## config.mk

```make
export PLATFORM = sky130hd
export DESIGN_NAME = pc_return_stack
export DESIGN_NICKNAME = d
export VERILOG_FILES = /design/src/rtl/cpu_pkg.sv /design/src/rtl/pc_stack_mem.sv /design/src/rtl/pc_return_stack.sv
export SDC_FILE = /design/constraint.sdc
export NUM_CORES = 1
export LEC_CHECK = 0
export CAP_MARGIN = 20
export CORE_UTILIZATION = 55
export DETAILED_ROUTE_END_ITERATION = 16
export PLACE_DENSITY = 0.76
export SLEW_MARGIN = 15
export SYNTH_ARGS = -nofsm -noshare
export SYNTH_HDL_FRONTEND = slang
export SYNTH_SLANG_ARGS = --single-unit
```

## constraint.sdc

```tcl
create_clock -name clk -period 5.5 [get_ports clk]
set_clock_uncertainty 0.15 [all_clocks]
set_input_delay 0.825 -clock clk [delete_from_list [all_inputs] [get_ports clk]]
set_output_delay 0.825 -clock clk [all_outputs]
set_load 0.02 [all_outputs]
```

## src/rtl/cpu_pkg.sv

```systemverilog
// Shared CPU-wide types: program-counter width and PC type.
package cpu_pkg;
  localparam int PC_W = 12;
  typedef logic [PC_W-1:0] pc_t;
endpackage : cpu_pkg

```

## src/rtl/pc_stack_mem.sv

```systemverilog
// DEPTH x ADDR_W register array: one synchronous write port, one async read port.
// Entries carry no reset; only the pointer/count logic in the parent is reset.
module pc_stack_mem #(
  parameter int ADDR_W = 12,
  parameter int DEPTH  = 8,
  parameter int SP_W   = $clog2(DEPTH)
) (
  input  logic              clk,
  input  logic              we,
  input  logic [SP_W-1:0]   waddr,
  input  logic [ADDR_W-1:0] wdata,
  input  logic [SP_W-1:0]   raddr,
  output logic [ADDR_W-1:0] rdata
);

  logic [ADDR_W-1:0] r_mem [DEPTH];

  always_ff @(posedge clk) begin
    if (we) begin
      r_mem[waddr] <= wdata;
    end
  end

  assign rdata = r_mem[raddr];

endmodule : pc_stack_mem

```

## src/rtl/pc_return_stack.sv

```systemverilog
// Return-address stack for JSR/RET: zero-latency top_addr, sticky overflow/underflow flags.
// Overflowing pushes and underflowing pops leave the stack untouched; push+pop replaces the top.
module pc_return_stack
  import cpu_pkg::*;
#(
  parameter int ADDR_W = PC_W,
  parameter int DEPTH  = 8
) (
  input  logic                     clk,
  input  logic                     rst,
  input  logic                     push,
  input  logic                     pop,
  input  logic [ADDR_W-1:0]        push_addr,
  output logic [ADDR_W-1:0]        top_addr,
  output logic [$clog2(DEPTH):0]   count,
  output logic                     empty,
  output logic                     full,
  output logic                     ovf,
  output logic                     unf
);

  localparam int SP_W  = $clog2(DEPTH);
  localparam int CNT_W = SP_W + 1;

  logic [SP_W-1:0]   r_sp;
  logic [CNT_W-1:0]  r_count;
  logic              r_ovf;
  logic              r_unf;

  logic              w_empty;
  logic              w_full;
  logic              w_do_push;
  logic              w_do_pop;
  logic              w_do_replace;
  logic              w_we;
  logic [SP_W-1:0]   w_top_idx;
  logic [SP_W-1:0]   w_waddr;
  logic [ADDR_W-1:0] w_rdata;

  assign w_empty   = (r_count == '0);
  assign w_full    = (r_count == CNT_W'(DEPTH));
  // When full, r_sp has wrapped to 0, so sp-1 still lands on the top entry.
  assign w_top_idx = r_sp - SP_W'(1);

  // push+pop on an empty stack degenerates to a plain push; DEPTH>=2 means it cannot be full.
  assign w_do_replace = push & pop & ~w_empty;
  assign w_do_push    = (push & ~pop & ~w_full) | (push & pop & w_empty);
  assign w_do_pop     = pop & ~push & ~w_empty;

  assign w_we    = ~rst & (w_do_push | w_do_replace);
  assign w_waddr = w_do_replace ? w_top_idx : r_sp;

  always_ff @(posedge clk) begin
    if (rst) begin
      r_sp    <= '0;
      r_count <= '0;
      r_ovf   <= 1'b0;
      r_unf   <= 1'b0;
    end else begin
      if (w_do_push) begin
        r_sp    <= r_sp + SP_W'(1);
        r_count <= r_count + CNT_W'(1);
      end else if (w_do_pop) begin
        r_sp    <= w_top_idx;
        r_count <= r_count - CNT_W'(1);
      end
      if (push & ~pop & w_full) begin
        r_ovf <= 1'b1;
      end
      if (pop & ~push & w_empty) begin
        r_unf <= 1'b1;
      end
    end
  end

  pc_stack_mem #(
    .ADDR_W (ADDR_W),
    .DEPTH  (DEPTH),
    .SP_W   (SP_W)
  ) u_mem (
    .clk   (clk),
    .we    (w_we),
    .waddr (w_waddr),
    .wdata (push_addr),
    .raddr (w_top_idx),
    .rdata (w_rdata)
  );

  assign top_addr = w_empty ? '0 : w_rdata;
  assign count    = r_count;
  assign empty    = w_empty;
  assign full     = w_full;
  assign ovf      = r_ovf;
  assign unf      = r_unf;

endmodule : pc_return_stack
```

==> results_dict.tcl, run 1 <==
set metrics [dict create \
    outcome "finished, final reports clean" \
    fill_cells 554 \
    timing.rr.end "u_mem.r_mem[1][5]$_DFFE_PP_" \
    layout-drive-gt1-share 0.190 \
    mostFrequentLayoutCells "edfxtp_1, clkdlybuf4s50_1, nand2_1, mux4_2, nor2_1" \
    vias 2490 \
    cp.arrival_ns 2.96 \
    crit_chain "inv_1 > ha_1 > buf_4 > mux4_2 > nand2_1 > a21oi_1 > clkdlybuf4s50_1" \
    grt_first_pass_wirelength_um 13300 \
    synth_edf_count 96 \
    layout_commonest_cell "edfxtp_1" \
    drt_first_pass_iters 5 \
    ys_seq_area_frac 0.692 \
    synth-seq-cells 105 \
    fp.dieW_um 91.7 \
    grt_usage 0.218 \
    hpwl_um 5310 \
    path_depth 7 \
    critPathLaunch "r_sp[1]$_SDFFE_PP0P_" \
    wirelength_um 8260 \
    hold_viol 0 \
    endpoint "top_addr[9]" \
    nNetsFinal 337 \
    detail_route.vias_per_cell 5.89 \
    r2r_start "count[2]$_SDFFE_PP0P_" \
    synth.avg_cell_area_um2 16.3 \
    ys_top_cells_by_area "edfxtp_1, mux4_2, dfxtp_1, nand2_1, a21oi_1" \
    crit_type "reg -> out" \
    drtAntennaViolNets 0 \
    cp_top_family "buffers and inverters" \
    die_y_um 91.7 \
    dpl.cell_count 407 \
    r2r_cells 6 \
    row_count 32 \
    irDropWorstVdd_mv 0.267 \
    ys_types 40 \
    critPathMaxStageDelay_ns 0.77 \
    slew_violations 0 \
    io_buffers 35 \
    hold_path_class "reg -> reg" \
    yosys.area.top_type "edfxtp_1" \
    setup_tns_ns 0 \
    synth_nets 293 \
    clkTransAtPathRegs_ns 0.10 \
    place.gp.congestion 0.742 \
    p_per_area_nw_per_um2 535 \
    synth_area_um2 4420 \
    syn_to_final_growth_pct 15.9 \
    period_minus_slack_ns 3.93 \
    cts_setup_buffers 0 \
    drc 0 \
    clk_latency_ns 0.37 \
    wl_per_cell_um 19.5 \
    rsz0062_at_grt "no" \
    total_leakage_power_nw 1.67 \
    cts-root-buf "clkbuf_8" \
    relSlewSlack 0.464 \
    grt_overflow 0 \
    synth_top_area_share 0.652 \
    path_max_fanout 19 \
    numCtsBuffers 9 \
    start_kind "flop" \
    cp-end-kind "output pin" \
    cp_num_buf_inv 3 \
    drt_first_iter_violations 148 \
    grt_pass1_vias 2479 \
    top_level_ports 36 \
    fin_cells 423 \
    setup_viol 0 \
    critPathSlowestCell "ha_1" \
    synth_async_sr_flop_share 0 \
    fmax_ghz 0.254 \
    fin_crit_sh 0.715 \
    critPathRequiredTime_ns 4.53 \
    rrSetupSlack_ns 2.61 \
    cts_max_path_buffers 2 \
    grt_max_degree 28 \
    worst_pin_slew_ns 0.793 \
    cts_tree "built" \
    dieArea_um2 8410 \
    floorplan.initialDensity 0.570 \
    cts_hold_buffers 0 \
    max-cap-violations 0 \
    cts_sinks 105 \
    synthCells 272 \
    htreeDepth 3 \
    totalPowerFinal_mw 2.74 \
    antenna_found_initial 0 \
    cts_resized 0 \
    yosys_warnings 0 \
    core_region_area_um2 7770 \
    synth_ff_type "edfxtp_1" \
    diodes 0 \
]
[per-stage QoR]
step / worst slack [ns] / cell area, um^2 / hold slack (ns) / util
2_1_floorplan: 2.21 / 4420 / 0.359 / -
3_3_place_gp: 2.01 / 4930 / 0.295 / 0.635
3_5_place_dp: 1.95 / 4930 / 0.312 / 0.635
4_1_cts: 1.54 / 5130 / 0.336 / 0.660
5_1_grt: 1.40 / 5130 / 0.374 / 0.660
6_report: 1.57 / 5130 / 0.324 / 0.660
[synthesized netlist by cell type, types with 4 or more instances]
cell,instances
ha_1,4
dfxtp_1,9
buf_2,4
a21oi_1,16
nand2_1,28
nor2_1,17
mux4_2,24
nor3_1,4
inv_1,9
nor4_1,5
edfxtp_1,96
a31oi_1,6
xnor2_1,4
o21ai_0,5
clkbuf_1,8
[tightest hold or removal path: cells and delay by family, from the launching register on]
family / cells / cell delay [ns]
flops: 1 / 0.34
compound gates: 1 / 0.04
simple gates: 1 / 0.07
[flip-flops by register name, indices dropped and copies added (netlist names)]
| name | count |
|---|---|
| ovf | 1 |
| count | 4 |
| u_mem.r_mem | 96 |
| unf | 1 |
| r_sp | 3 |
[worst min-delay path by stage]
stage / start / end / slack [ns] / cells after the start
2_1_floorplan: r_sp[1]$_SDFFE_PP0P_ / r_sp[1]$_SDFFE_PP0P_ / 0.36 / 2
3_3_place_gp: ovf$_SDFFE_PP0P_ / ovf$_SDFFE_PP0P_ / 0.29 / 2
3_5_place_dp: ovf$_SDFFE_PP0P_ / ovf$_SDFFE_PP0P_ / 0.31 / 2
4_1_cts: ovf$_SDFFE_PP0P_ / ovf$_SDFFE_PP0P_ / 0.34 / 2
5_1_grt: ovf$_SDFFE_PP0P_ / ovf$_SDFFE_PP0P_ / 0.37 / 2
6_report: ovf$_SDFFE_PP0P_ / ovf$_SDFFE_PP0P_ / 0.32 / 2
[power breakdown]
group	internal [mW]	switching, mW
clock network	0.177	0.274
logic	0.583	0.707
registers	0.955	0.0466
[cell families (layout without fill, tap and decap cells)]
logic type / count (synthesis) / after routing / share of synthesized area
buf+inv: 25 / 74 / 0.0238
xor+xnor: 5 / 5 / 0.00990
mux: 26 / 26 / 0.127
flops: 105 / 105 / 0.692
simple gates: 68 / 68 / 0.0732
compound gates: 38 / 38 / 0.0583
fa+ha+maj: 5 / 5 / 0.0158
[routing by layer]
metal / track usage / share of wire / up-vias
li1: - / - / 1147
met3: 0.0522 / 0.054 / 8
met4: 0.0625 / 0.011 / 0
met5: 0 / 0 / -
met2: 0.358 / 0.52 / 82
met1: 0.295 / 0.42 / 1253
[layout make-up]
cell class | count | area, um^2 | share of cell area
Sequential cell | 105 | 3060 | 0.598
Multi-Input combinational cell | 142 | 1260 | 0.245
Timing Repair Buffer | 48 | 448 | 0.0874
Tap cell | 102 | 128 | 0.0249
Clock buffer | 9 | 124 | 0.0242
Clock inverter | 7 | 68.8 | 0.0134
Inverter | 10 | 38.8 | 0.00756
(Power assumes the default switching activity.)
==> run 2, diff against run 1 <==
clock period = 3.7 ns   (was 5.5 ns; I/O delays follow)
==> run 2 against run 1 <==
  * Via count decreased by 0.24%
  * Clock power increased by 73%
  * Routed wire length increased by 0.19%
  * Setup slack got worse by 1.3 ns
  * Global-route usage decreased by 0.36 points
  * Cell count increased by 2.1%
  * Final area rose by 1.8%
  * Register-to-register slack worse by 1.8 ns
  * Critical path depth stayed put
  * Combinational power up 50%
  * Sequential share of layout area is 1.1 points lower
  * First-iteration DRC count increased by 54%
  * Critical path type unchanged
  * Critical endpoint unchanged
==> results_dict.tcl, run 2 (synthesis results as in run 1) <==
set metrics [dict create \
    outcome "finished, final reports clean" \
    grt_pass1_vias 2463 \
    largest_reg_flops 96 \
    largest-register "u_mem.r_mem" \
    fin_hold_ws_ns 0.337 \
    numCtsBuffers 9 \
    top_level_ports 36 \
    wirelength_um 8280 \
    drt_first_pass_iters 4 \
    diodes 0 \
    cts_tree "built" \
    relSlewSlack 0.467 \
    start_kind "flop" \
    fp.dieW_um 91.7 \
    design_area_um2 5220 \
    layout-drive-gt1-share 0.209 \
    irDropWorstVdd_mv 0.456 \
    detail_route.vias_per_cell 5.75 \
    core_region_area_um2 7770 \
    mostFrequentLayoutCells "edfxtp_1, clkdlybuf4s50_1, nand2_1, mux4_2, buf_4" \
    nNetsFinal 346 \
    p_per_area_nw_per_um2 804 \
    grt_overflow 0 \
    slew_violations 0 \
    fin_cells 432 \
    period_minus_slack_ns 3.40 \
    setup_tns_ns 0 \
    multi_input_area_um2 1260 \
    grt_first_pass_wirelength_um 13000 \
    crit_type "reg -> out" \
    critPathRequiredTime_ns 2.99 \
    fin_crit_sh 0.918 \
    grt_max_degree 33 \
    syn_to_final_growth_pct 18.0 \
    cts_resized 0 \
    clkTransAtPathRegs_ns 0.09 \
    row_count 32 \
    die_y_um 91.7 \
    cts_setup_buffers 0 \
    layout_commonest_cell "edfxtp_1" \
    seqCellArea_um2 3060 \
    place.gp.congestion 0.804 \
    cts_sinks 105 \
    drc 0 \
    vias 2484 \
    drtAntennaViolNets 0 \
    dpl.cell_count 416 \
    total_leakage_power_nw 1.72 \
    cts-root-buf "clkbuf_8" \
    setup_viol 0 \
    cts_hold_buffers 0 \
    max-cap-violations 0 \
    rsz0062_at_grt "no" \
    path_max_fanout 32 \
    worst_pin_slew_ns 0.789 \
    place_area_um2 5000 \
    cts_max_path_buffers 2 \
    floorplan.initialDensity 0.570 \
    dieArea_um2 8410 \
    hold_path_class "reg -> reg" \
    fill_cells 535 \
    hold_viol 0 \
    grt_usage 0.215 \
    drt_first_iter_violations 228 \
    fmax_ghz 0.294 \
    antenna_found_initial 0 \
    io_buffers 35 \
    cp.arrival_ns 2.69 \
    cp-end-kind "output pin" \
    htreeDepth 3 \
    hpwl_um 5340 \
    clk_latency_ns 0.36 \
    wl_per_cell_um 19.2 \
]
[run 2: cell type report]
type,instances,share of cell area
well taps,102,0.0244
flip-flops and latches,105,0.587
inverters,10,0.00743
clock inverters,5,0.0168
clock buffers,11,0.0252
multi-input cells,142,0.241
repair buffers,57,0.0987
[run 2: power by group]
group          leakage, nW  internal [mW]  switching [mW]  total (mW)
registers            0.942           1.42          0.0661        1.49
clock network        0.106          0.389           0.388       0.778
logic                0.674          0.872            1.06        1.94
total                 1.72           2.68            1.52        4.20
[run 2: metal layers]
layer  routed length [um]  track usage
met5                    0            0
met4                  148       0.0781
met3                  407       0.0456
met2                 4130        0.332
met1                 3590        0.306
[run 2: worst paths after layout]
check                        startpoint                           to  slack (ns)  depth (start not counted)
hold reg to reg        ovf$_SDFFE_PP0P_             ovf$_SDFFE_PP0P_        0.34                          2
setup / recovery   r_sp[1]$_SDFFE_PP0P_                  top_addr[9]        0.30                          7
setup reg to reg  count[2]$_SDFFE_PP0P_  u_mem.r_mem[7][0]$_DFFE_PP_        0.80                          7
hold / removal         ovf$_SDFFE_PP0P_             ovf$_SDFFE_PP0P_        0.34                          2
[run 2: critical path: stages, from the launching register on]
cell and delay [ns]:
dfxtp_1 0.36, inv_1 0.09, ha_1 0.28, buf_4 0.38, mux4_2 0.31, nand2_1 0.06
a21oi_1 0.20, clkdlybuf4s50_1 0.65
[run 2: stage by stage]
| step | power [mW] | util | worst slack, ns |
|---|---|---|---|
| 2_1_floorplan | 2.78 | - | 0.652 |
| 3_3_place_gp | 3.43 | 0.644 | 0.721 |
| 3_5_place_dp | 3.45 | 0.644 | 0.634 |
| 4_1_cts | 4.23 | 0.672 | 0.283 |
| 5_1_grt | 4.44 | 0.672 | 0.0716 |
| 6_report | 4.20 | 0.672 | 0.304 |
